<file path="src/rtl/luma16x16_mode_ctrl_pkg.sv">
// Shared types and constants for the 16x16 luma intra mode decision block.
package intra_pkg;

  localparam int PIX_W    = 8;
  localparam int N        = 16;
  localparam int ROWSAD_W = 12;
  localparam int SAD_W    = 16;

  // Intra 16x16 prediction modes; the numeric order is also the tie-break order.
  typedef enum logic [1:0] {
    MODE_V  = 2'd0,
    MODE_H  = 2'd1,
    MODE_DC = 2'd2
  } mode_e;

  // Controller FSM states.
  typedef enum logic [1:0] {
    ST_IDLE   = 2'd0,
    ST_ACCUM  = 2'd1,
    ST_DRAIN  = 2'd2,
    ST_DECIDE = 2'd3
  } state_e;

endpackage

</file>
<file path="src/rtl/luma16x16_mode_ctrl_if.sv">
// Row streaming bus between the row source and the mode controller.
//
// Handshake: a row transfers on a rising edge where row_valid=1 and
// row_ready=1. The source may hold row_valid low for any number of cycles
// without penalty; the controller raises row_ready only while accumulating.
// row_idx names the row the controller expects next. dbg_state mirrors the
// controller FSM state for observation.
interface luma16x16_mode_ctrl_if
  import intra_pkg::*;
#(
  parameter int PIX_W = intra_pkg::PIX_W,
  parameter int N     = intra_pkg::N
);

  logic               row_valid;
  logic               row_ready;
  logic [N*PIX_W-1:0] mb_row;
  logic [N*PIX_W-1:0] vpred_row;
  logic [N*PIX_W-1:0] hpred_row;
  logic [N*PIX_W-1:0] dcpred_row;
  logic [3:0]         row_idx;
  state_e             dbg_state;

  modport master (
    output row_valid, mb_row, vpred_row, hpred_row, dcpred_row,
    input  row_ready, row_idx, dbg_state
  );

  modport slave (
    input  row_valid, mb_row, vpred_row, hpred_row, dcpred_row,
    output row_ready, row_idx, dbg_state
  );

endinterface

</file>
<file path="src/rtl/luma16x16_mode_ctrl_sad_row16.sv">
// Combinational sum of absolute differences across one row of N pixels.
module sad_row16
  import intra_pkg::*;
#(
  parameter int PIX_W = intra_pkg::PIX_W,
  parameter int N     = intra_pkg::N
) (
  input  logic [N*PIX_W-1:0]  i_src,
  input  logic [N*PIX_W-1:0]  i_pred,
  output logic [ROWSAD_W-1:0] o_sad
);

  // Per-pixel |src - pred| reduced into one row total; synthesis balances the sum.
  always_comb begin
    logic [PIX_W-1:0] w_a;
    logic [PIX_W-1:0] w_b;
    logic [PIX_W-1:0] w_d;
    o_sad = '0;
    for (int k = 0; k < N; k++) begin
      w_a   = i_src[k*PIX_W +: PIX_W];
      w_b   = i_pred[k*PIX_W +: PIX_W];
      w_d   = (w_a > w_b) ? (w_a - w_b) : (w_b - w_a);
      o_sad = o_sad + ROWSAD_W'(w_d);
    end
  end

endmodule

</file>
<file path="src/rtl/luma16x16_mode_ctrl.sv">
// Intra 16x16 luma mode decision: streams N rows, accumulates V/H/DC SADs
// through a two-stage pipeline and reports the cheapest legal mode.
module luma16x16_mode_ctrl
  import intra_pkg::*;
#(
  parameter int PIX_W = intra_pkg::PIX_W,
  parameter int N     = intra_pkg::N
) (
  input  logic                   clk,
  input  logic                   reset,
  input  logic                   start,
  input  logic                   avail_top,
  input  logic                   avail_left,
  input  logic                   abort,
  luma16x16_mode_ctrl_if.slave   rif,
  output logic                   busy,
  output logic                   done,
  output logic [1:0]             best_mode,
  output logic [SAD_W-1:0]       best_sad
);

  localparam logic [3:0] LAST_ROW = 4'(N - 1);

  state_e              r_state;
  state_e              w_next;
  logic [3:0]          r_row_idx;
  logic                r_avail_top;
  logic                r_avail_left;
  logic [ROWSAD_W-1:0] w_sad_v, w_sad_h, w_sad_dc;
  logic [ROWSAD_W-1:0] r_rs_v, r_rs_h, r_rs_dc;
  logic                r_s1_valid;
  logic [SAD_W-1:0]    r_acc_v, r_acc_h, r_acc_dc;
  logic                r_done;
  mode_e               r_best_mode;
  logic [SAD_W-1:0]    r_best_sad;
  mode_e               w_best_mode;
  logic [SAD_W-1:0]    w_best_sad;
  logic                w_accept;
  logic                w_start_ok;
  logic                w_abort;

  // Abort only matters while busy and also blocks a start offered alongside it.
  assign w_accept   = rif.row_valid && (r_state == ST_ACCUM) && !abort;
  assign w_start_ok = start && (r_state == ST_IDLE) && !abort;
  assign w_abort    = abort && (r_state != ST_IDLE);

  sad_row16 #(.PIX_W(PIX_W), .N(N)) u_sad_v (
    .i_src(rif.mb_row), .i_pred(rif.vpred_row), .o_sad(w_sad_v)
  );
  sad_row16 #(.PIX_W(PIX_W), .N(N)) u_sad_h (
    .i_src(rif.mb_row), .i_pred(rif.hpred_row), .o_sad(w_sad_h)
  );
  sad_row16 #(.PIX_W(PIX_W), .N(N)) u_sad_dc (
    .i_src(rif.mb_row), .i_pred(rif.dcpred_row), .o_sad(w_sad_dc)
  );

  // FSM state register.
  always_ff @(posedge clk) begin
    if (!reset) r_state <= ST_IDLE;
    else        r_state <= w_next;
  end

  // Next-state logic; abort overrides every other transition.
  always_comb begin
    w_next = r_state;
    case (r_state)
      ST_IDLE:   if (w_start_ok) w_next = ST_ACCUM;
      ST_ACCUM:  if (w_accept && (r_row_idx == LAST_ROW)) w_next = ST_DRAIN;
      ST_DRAIN:  w_next = ST_DECIDE;
      ST_DECIDE: w_next = ST_IDLE;
      default:   w_next = ST_IDLE;
    endcase
    if (w_abort) w_next = ST_IDLE;
  end

  // Row counter and neighbour availability captured at start.
  always_ff @(posedge clk) begin
    if (!reset) begin
      r_row_idx    <= '0;
      r_avail_top  <= 1'b0;
      r_avail_left <= 1'b0;
    end else if (w_start_ok) begin
      r_row_idx    <= '0;
      r_avail_top  <= avail_top;
      r_avail_left <= avail_left;
    end else if (w_abort) begin
      r_row_idx <= '0;
    end else if (w_accept) begin
      r_row_idx <= r_row_idx + 4'd1;
    end
  end

  // Stage 1: capture the row SADs of each accepted row.
  always_ff @(posedge clk) begin
    if (!reset) begin
      r_rs_v     <= '0;
      r_rs_h     <= '0;
      r_rs_dc    <= '0;
      r_s1_valid <= 1'b0;
    end else if (w_abort || w_start_ok) begin
      r_s1_valid <= 1'b0;
    end else begin
      r_s1_valid <= w_accept;
      if (w_accept) begin
        r_rs_v  <= w_sad_v;
        r_rs_h  <= w_sad_h;
        r_rs_dc <= w_sad_dc;
      end
    end
  end

  // Stage 2: fold the registered row SADs into the per-mode totals.
  always_ff @(posedge clk) begin
    if (!reset || w_abort || w_start_ok) begin
      r_acc_v  <= '0;
      r_acc_h  <= '0;
      r_acc_dc <= '0;
    end else if (r_s1_valid) begin
      r_acc_v  <= r_acc_v  + SAD_W'(r_rs_v);
      r_acc_h  <= r_acc_h  + SAD_W'(r_rs_h);
      r_acc_dc <= r_acc_dc + SAD_W'(r_rs_dc);
    end
  end

  // Comparator: DC is always legal; lower mode numbers win ties, hence <=.
  always_comb begin
    w_best_mode = MODE_DC;
    w_best_sad  = r_acc_dc;
    if (r_avail_left && (r_acc_h <= w_best_sad)) begin
      w_best_mode = MODE_H;
      w_best_sad  = r_acc_h;
    end
    if (r_avail_top && (r_acc_v <= w_best_sad)) begin
      w_best_mode = MODE_V;
      w_best_sad  = r_acc_v;
    end
  end

  // Result registers: loaded on leaving DECIDE, held until the next result.
  always_ff @(posedge clk) begin
    if (!reset) begin
      r_done      <= 1'b0;
      r_best_mode <= MODE_DC;
      r_best_sad  <= '0;
    end else begin
      r_done <= (r_state == ST_DECIDE) && !abort;
      if ((r_state == ST_DECIDE) && !abort) begin
        r_best_mode <= w_best_mode;
        r_best_sad  <= w_best_sad;
      end
    end
  end

  assign rif.row_ready = (r_state == ST_ACCUM);
  assign rif.row_idx   = r_row_idx;
  assign rif.dbg_state = r_state;
  assign busy          = (r_state != ST_IDLE);
  assign done          = r_done;
  assign best_mode     = r_best_mode;
  assign best_sad      = r_best_sad;

endmodule

</file>
<file path="src/flat_wrapper.sv">
// flat-port wrapper written by rule: the top's interface ports become plain ports
module luma16x16_mode_ctrl_flat import intra_pkg::*;
#(
  parameter int PIX_W = intra_pkg::PIX_W,
  parameter int N     = intra_pkg::N
)
  (clk, reset, start, avail_top, avail_left, abort, busy, done, best_mode, best_sad, rif_row_valid, rif_mb_row, rif_vpred_row, rif_hpred_row, rif_dcpred_row, rif_row_ready, rif_row_idx, rif_dbg_state);
  luma16x16_mode_ctrl_if #(.PIX_W(PIX_W), .N(N)) rif_i ();
  input  logic clk;
  input  logic reset;
  input  logic start;
  input  logic avail_top;
  input  logic avail_left;
  input  logic abort;
  output logic busy;
  output logic done;
  output logic [1:0] best_mode;
  output logic [SAD_W-1:0] best_sad;
  input wire logic [$bits(rif_i.row_valid)-1:0] rif_row_valid;
  input wire logic [$bits(rif_i.mb_row)-1:0] rif_mb_row;
  input wire logic [$bits(rif_i.vpred_row)-1:0] rif_vpred_row;
  input wire logic [$bits(rif_i.hpred_row)-1:0] rif_hpred_row;
  input wire logic [$bits(rif_i.dcpred_row)-1:0] rif_dcpred_row;
  output wire logic [$bits(rif_i.row_ready)-1:0] rif_row_ready;
  output wire logic [$bits(rif_i.row_idx)-1:0] rif_row_idx;
  output wire logic [$bits(rif_i.dbg_state)-1:0] rif_dbg_state;
  assign rif_i.row_valid = rif_row_valid;
  assign rif_i.mb_row = rif_mb_row;
  assign rif_i.vpred_row = rif_vpred_row;
  assign rif_i.hpred_row = rif_hpred_row;
  assign rif_i.dcpred_row = rif_dcpred_row;
  assign rif_row_ready = rif_i.row_ready;
  assign rif_row_idx = rif_i.row_idx;
  assign rif_dbg_state = rif_i.dbg_state;
  luma16x16_mode_ctrl #(.PIX_W(PIX_W), .N(N)) u_core (.clk(clk), .reset(reset), .start(start), .avail_top(avail_top), .avail_left(avail_left), .abort(abort), .rif(rif_i), .busy(busy), .done(done), .best_mode(best_mode), .best_sad(best_sad));
endmodule
</file>
<file path="config.mk">
export PLATFORM = sky130hd
export DESIGN_NAME = luma16x16_mode_ctrl_flat
export DESIGN_NICKNAME = d
export VERILOG_FILES = /design/src/rtl/luma16x16_mode_ctrl_pkg.sv /design/src/rtl/luma16x16_mode_ctrl_if.sv /design/src/rtl/luma16x16_mode_ctrl_sad_row16.sv /design/src/rtl/luma16x16_mode_ctrl.sv /design/src/flat_wrapper.sv
export SDC_FILE = /design/constraint.sdc
export NUM_CORES = 2
export LEC_CHECK = 0
export CAP_MARGIN = 20
export CORE_MARGIN = 1
export CORE_UTILIZATION = 35
export CTS_BUF_LIST = sky130_fd_sc_hd__clkbuf_4 sky130_fd_sc_hd__clkbuf_8
export DETAILED_ROUTE_END_ITERATION = 12
export SLEW_MARGIN = 10
export SYNTH_ARGS = -nofsm -noshare
export SYNTH_HDL_FRONTEND = slang
export SYNTH_SLANG_ARGS = --single-unit
</file>
<file path="constraint.sdc">
create_clock -name clk -period 7.8 [get_ports clk]
set_clock_uncertainty 0.2 [all_clocks]
set_input_delay 0.78 -clock clk [delete_from_list [all_inputs] [get_ports clk]]
set_output_delay 0.78 -clock clk [all_outputs]
set_load 0.01 [all_outputs]
</file>
==> metrics.yaml <==
status:
  status: "finished, violations left"
  violations: "setup timing"
critical_path:
  r2r-end: "u_core.best_sad[11]"
  crit_path_start_kind: "input pin"
  arrival_ns: 8.12
  r2r-start: "u_core.r_acc_dc[14]"
  cp_slowest_cell: "fa_2"
  rr_worst_depth: 19
  crit_path_max_fanout: 6
  slowest_delay_ns: 0.64
  critPathCaptureType: "flop"
  path_class: "input pin to flop"
  rrSetupSlack_ns: 2.40
  endpoint: "u_core.r_rs_h[11]"
  cp.required_ns: 7.95
  crit_start: "rif_hpred_row[73]"
timing:
  min_period_over_period_pct: 102.1
  fmax_mhz: 125.5
  slew_headroom_pct: 47.63
  fin_crit_ns: 7.967
  worst_slack_ns: -0.1667
  setup_violations: 7
  rsz0062_at_grt: "yes"
  maxSlewViolCount: 0
  tightest_slew_ns: 0.7657
  tns_ns: -0.6537
  hold_viol: 0
detailed_routing:
  via_per_inst: 5.027
  dr.pass1.iters: 6
  drt-initial-drc-count: 2877
  wl_per_cell_um: 20.68
  antenna_left: 0
  drc: 0
  vias: 46475
  drt_wl_total_um: 191200
hold_path:
  whs_path_depth: 2
  hold_path.class: "flop to flop"
clocking:
  clock_latency_ns: 0.41
  path_clk_slew_ns: 0.12
  cts_hold_buf: 0
  cts_tree: "done"
  cts_buffer_depth: 2
  root_buffer: "clkbuf_8"
  cts.sinks: 112
  cts_buffers: 9
  htree_levels: 3
finish:
  area_growth_syn_to_layout_pct: 56.44
  final_cell_area_um2: 70550
  nNetsFinal: 9371
  fillers: 11501
  final_common_cell: "buf_4"
  drive_gt1_share_pct: 36.36
  final_cell_mix: "1623 x buf_4, 970 x inv_1, 700 x ha_1"
global_routing:
  grt_overflow: 0
  grt_first_pass_wirelength_um: 281600
  grt_max_degree: 54
  grt_usage_pct: 28.20
  antenna_found_initial: 7
  grt_pass1_vias: 48366
placement:
  place_congestion: 0.9951
  dpl-instance-area_um2: 63770
  dp_hpwl_um: 166500
  port-buffer-count: 545
  dp_slack_ns: -1.148
logic_synthesis:
  ys_seq_area_share_pct: 4.972
  yosys_most_used_dff: "dfxtp_1"
  synth_top_area_share_pct: 23.78
  synth_edf_count: 0
  syn_inst: 5412
  netlist_area_um2: 45100
  ys_types: 92
  yosysWarnings: 0
  post_synth.cell_area_avg_um2: 8.333
  ys_ff_latch: 112
  synth_fp_nets: 7211
  synth_top_area_cell: "ha_1"
  netlist_top_cells_area: "ha_1 24%, fa_1 19%, inv_1 9.0%, mux2i_1 6.6%, dfxtp_1 5.0%"
  async_flop_share_pct: 0
floorplanning:
  num_rows: 131
  start_util_pct: 35.32
  core_um2: 127700
  die_w_um: 361.0
  die_h_um: 361.0
  dieArea_um2: 130300
  io_pins: 546
run:
  cap_violations: 0
==> layer usage <==
metal | GRT usage (%) | vias up | share of wire [%]
li1 | - | 22528 | -
met4 | 11.36 | 0 | 4.9
met1 | 34.89 | 22493 | 42
met3 | 2.653 | 292 | 4.2
met2 | 49.97 | 1162 | 49
met5 | 0 | - | 0
==> stage by stage <==
stage	instances	hold slack (ns)	utilization [%]
finish	9245	0.2664	55.26
global route	9242	0.2987	55.25
CTS	9191	0.2682	53.58
detailed placement	9026	0.2536	49.94
global placement	9026	0.2430	49.94
floorplan	5412	0.2356	-
==> cell type report <==
type | count | area [um^2] | share of cell area (%)
Antenna cell | 7 | 17.52 | 0.02483
Clock inverter | 4 | 22.52 | 0.03192
Multi-Input combinational cell | 4124 | 43720 | 61.96
Timing Repair Buffer | 2246 | 18250 | 25.87
Clock buffer | 11 | 138.9 | 0.1969
Tap cell | 1662 | 2079 | 2.947
Inverter | 1079 | 4080 | 5.783
Sequential cell | 112 | 2243 | 3.180
==> cell usage after synthesis (all sizes together), types with 110 or more instances <==
library cell and instances:
inv 1079, mux2i 299, a21o 110, dfxtp 112
a21oi 359, fa 423, xor2 120, ha 857
mux2 116, nor2 216, xnor2 197, o21ai 197
nand2 302
==> worst max-delay path: cells and delay by family <==
family / cells / cell delay (ns)
multiplexers: 1 / 0.14
AO/OA/AOI/OAI: 9 / 2.22
adder cells (fa/ha/maj): 8 / 3.68
AND/OR/NAND/NOR: 2 / 0.17
buffers and inverters: 7 / 0.66
XOR/XNOR: 2 / 0.47
==> logic make-up (layout without fill, tap and decap cells) <==
group / Yosys count / count (layout) / synth area share (%)
compound gates: 1106 / 1106 / 16.02
xor+xnor: 317 / 317 / 6.156
fa+ha+maj: 1280 / 1280 / 42.55
buf+inv: 1176 / 3340 / 9.918
flops: 112 / 112 / 4.972
mux: 415 / 415 / 9.533
other cells: 0 / 7 / 0
simple gates: 1006 / 1006 / 10.84
==> repair_timing <==
item,in CTS,in global routing
resized for setup,1158,442
setup endpoints to repair,24,18
pin swaps,453,288
endpoints found under the hold margin,0,0
setup buffers,160,54
gates cloned,0,0
==> flip-flops by register name (all words and copies together), names as in the netlist <==
name / cells
u_core.best_mode: 2
u_core.done: 1
u_core.rif.row_idx: 4
u_core.r_rs_v: 12
u_core.rif.dbg_state: 2
u_core.r_rs_h: 12
u_core.r_acc_dc: 16
u_core.best_sad: 16
u_core.r_rs_dc: 12
u_core.r_avail_top: 1
u_core.r_acc_v: 16
u_core.r_acc_h: 16
u_core.r_avail_left: 1
u_core.r_s1_valid: 1
==> how the worst min path moves through the flow <==
stage                                    from                   to  slack (ns)
final                       u_core.r_rs_dc[7]    u_core.r_rs_dc[7]        0.27
after detailed placement    u_core.r_rs_dc[7]    u_core.r_rs_dc[7]        0.25
after global placement    u_core.best_mode[0]  u_core.best_mode[0]        0.24
after global routing         u_core.r_rs_h[7]     u_core.r_rs_h[7]        0.30
after floorplan              u_core.r_rs_h[9]     u_core.r_rs_h[9]        0.24
after CTS                   u_core.r_rs_dc[7]    u_core.r_rs_dc[7]        0.27
Power is not shown: default switching activity piles up to over one toggle a cycle in this logic, so the estimate is an artifact.
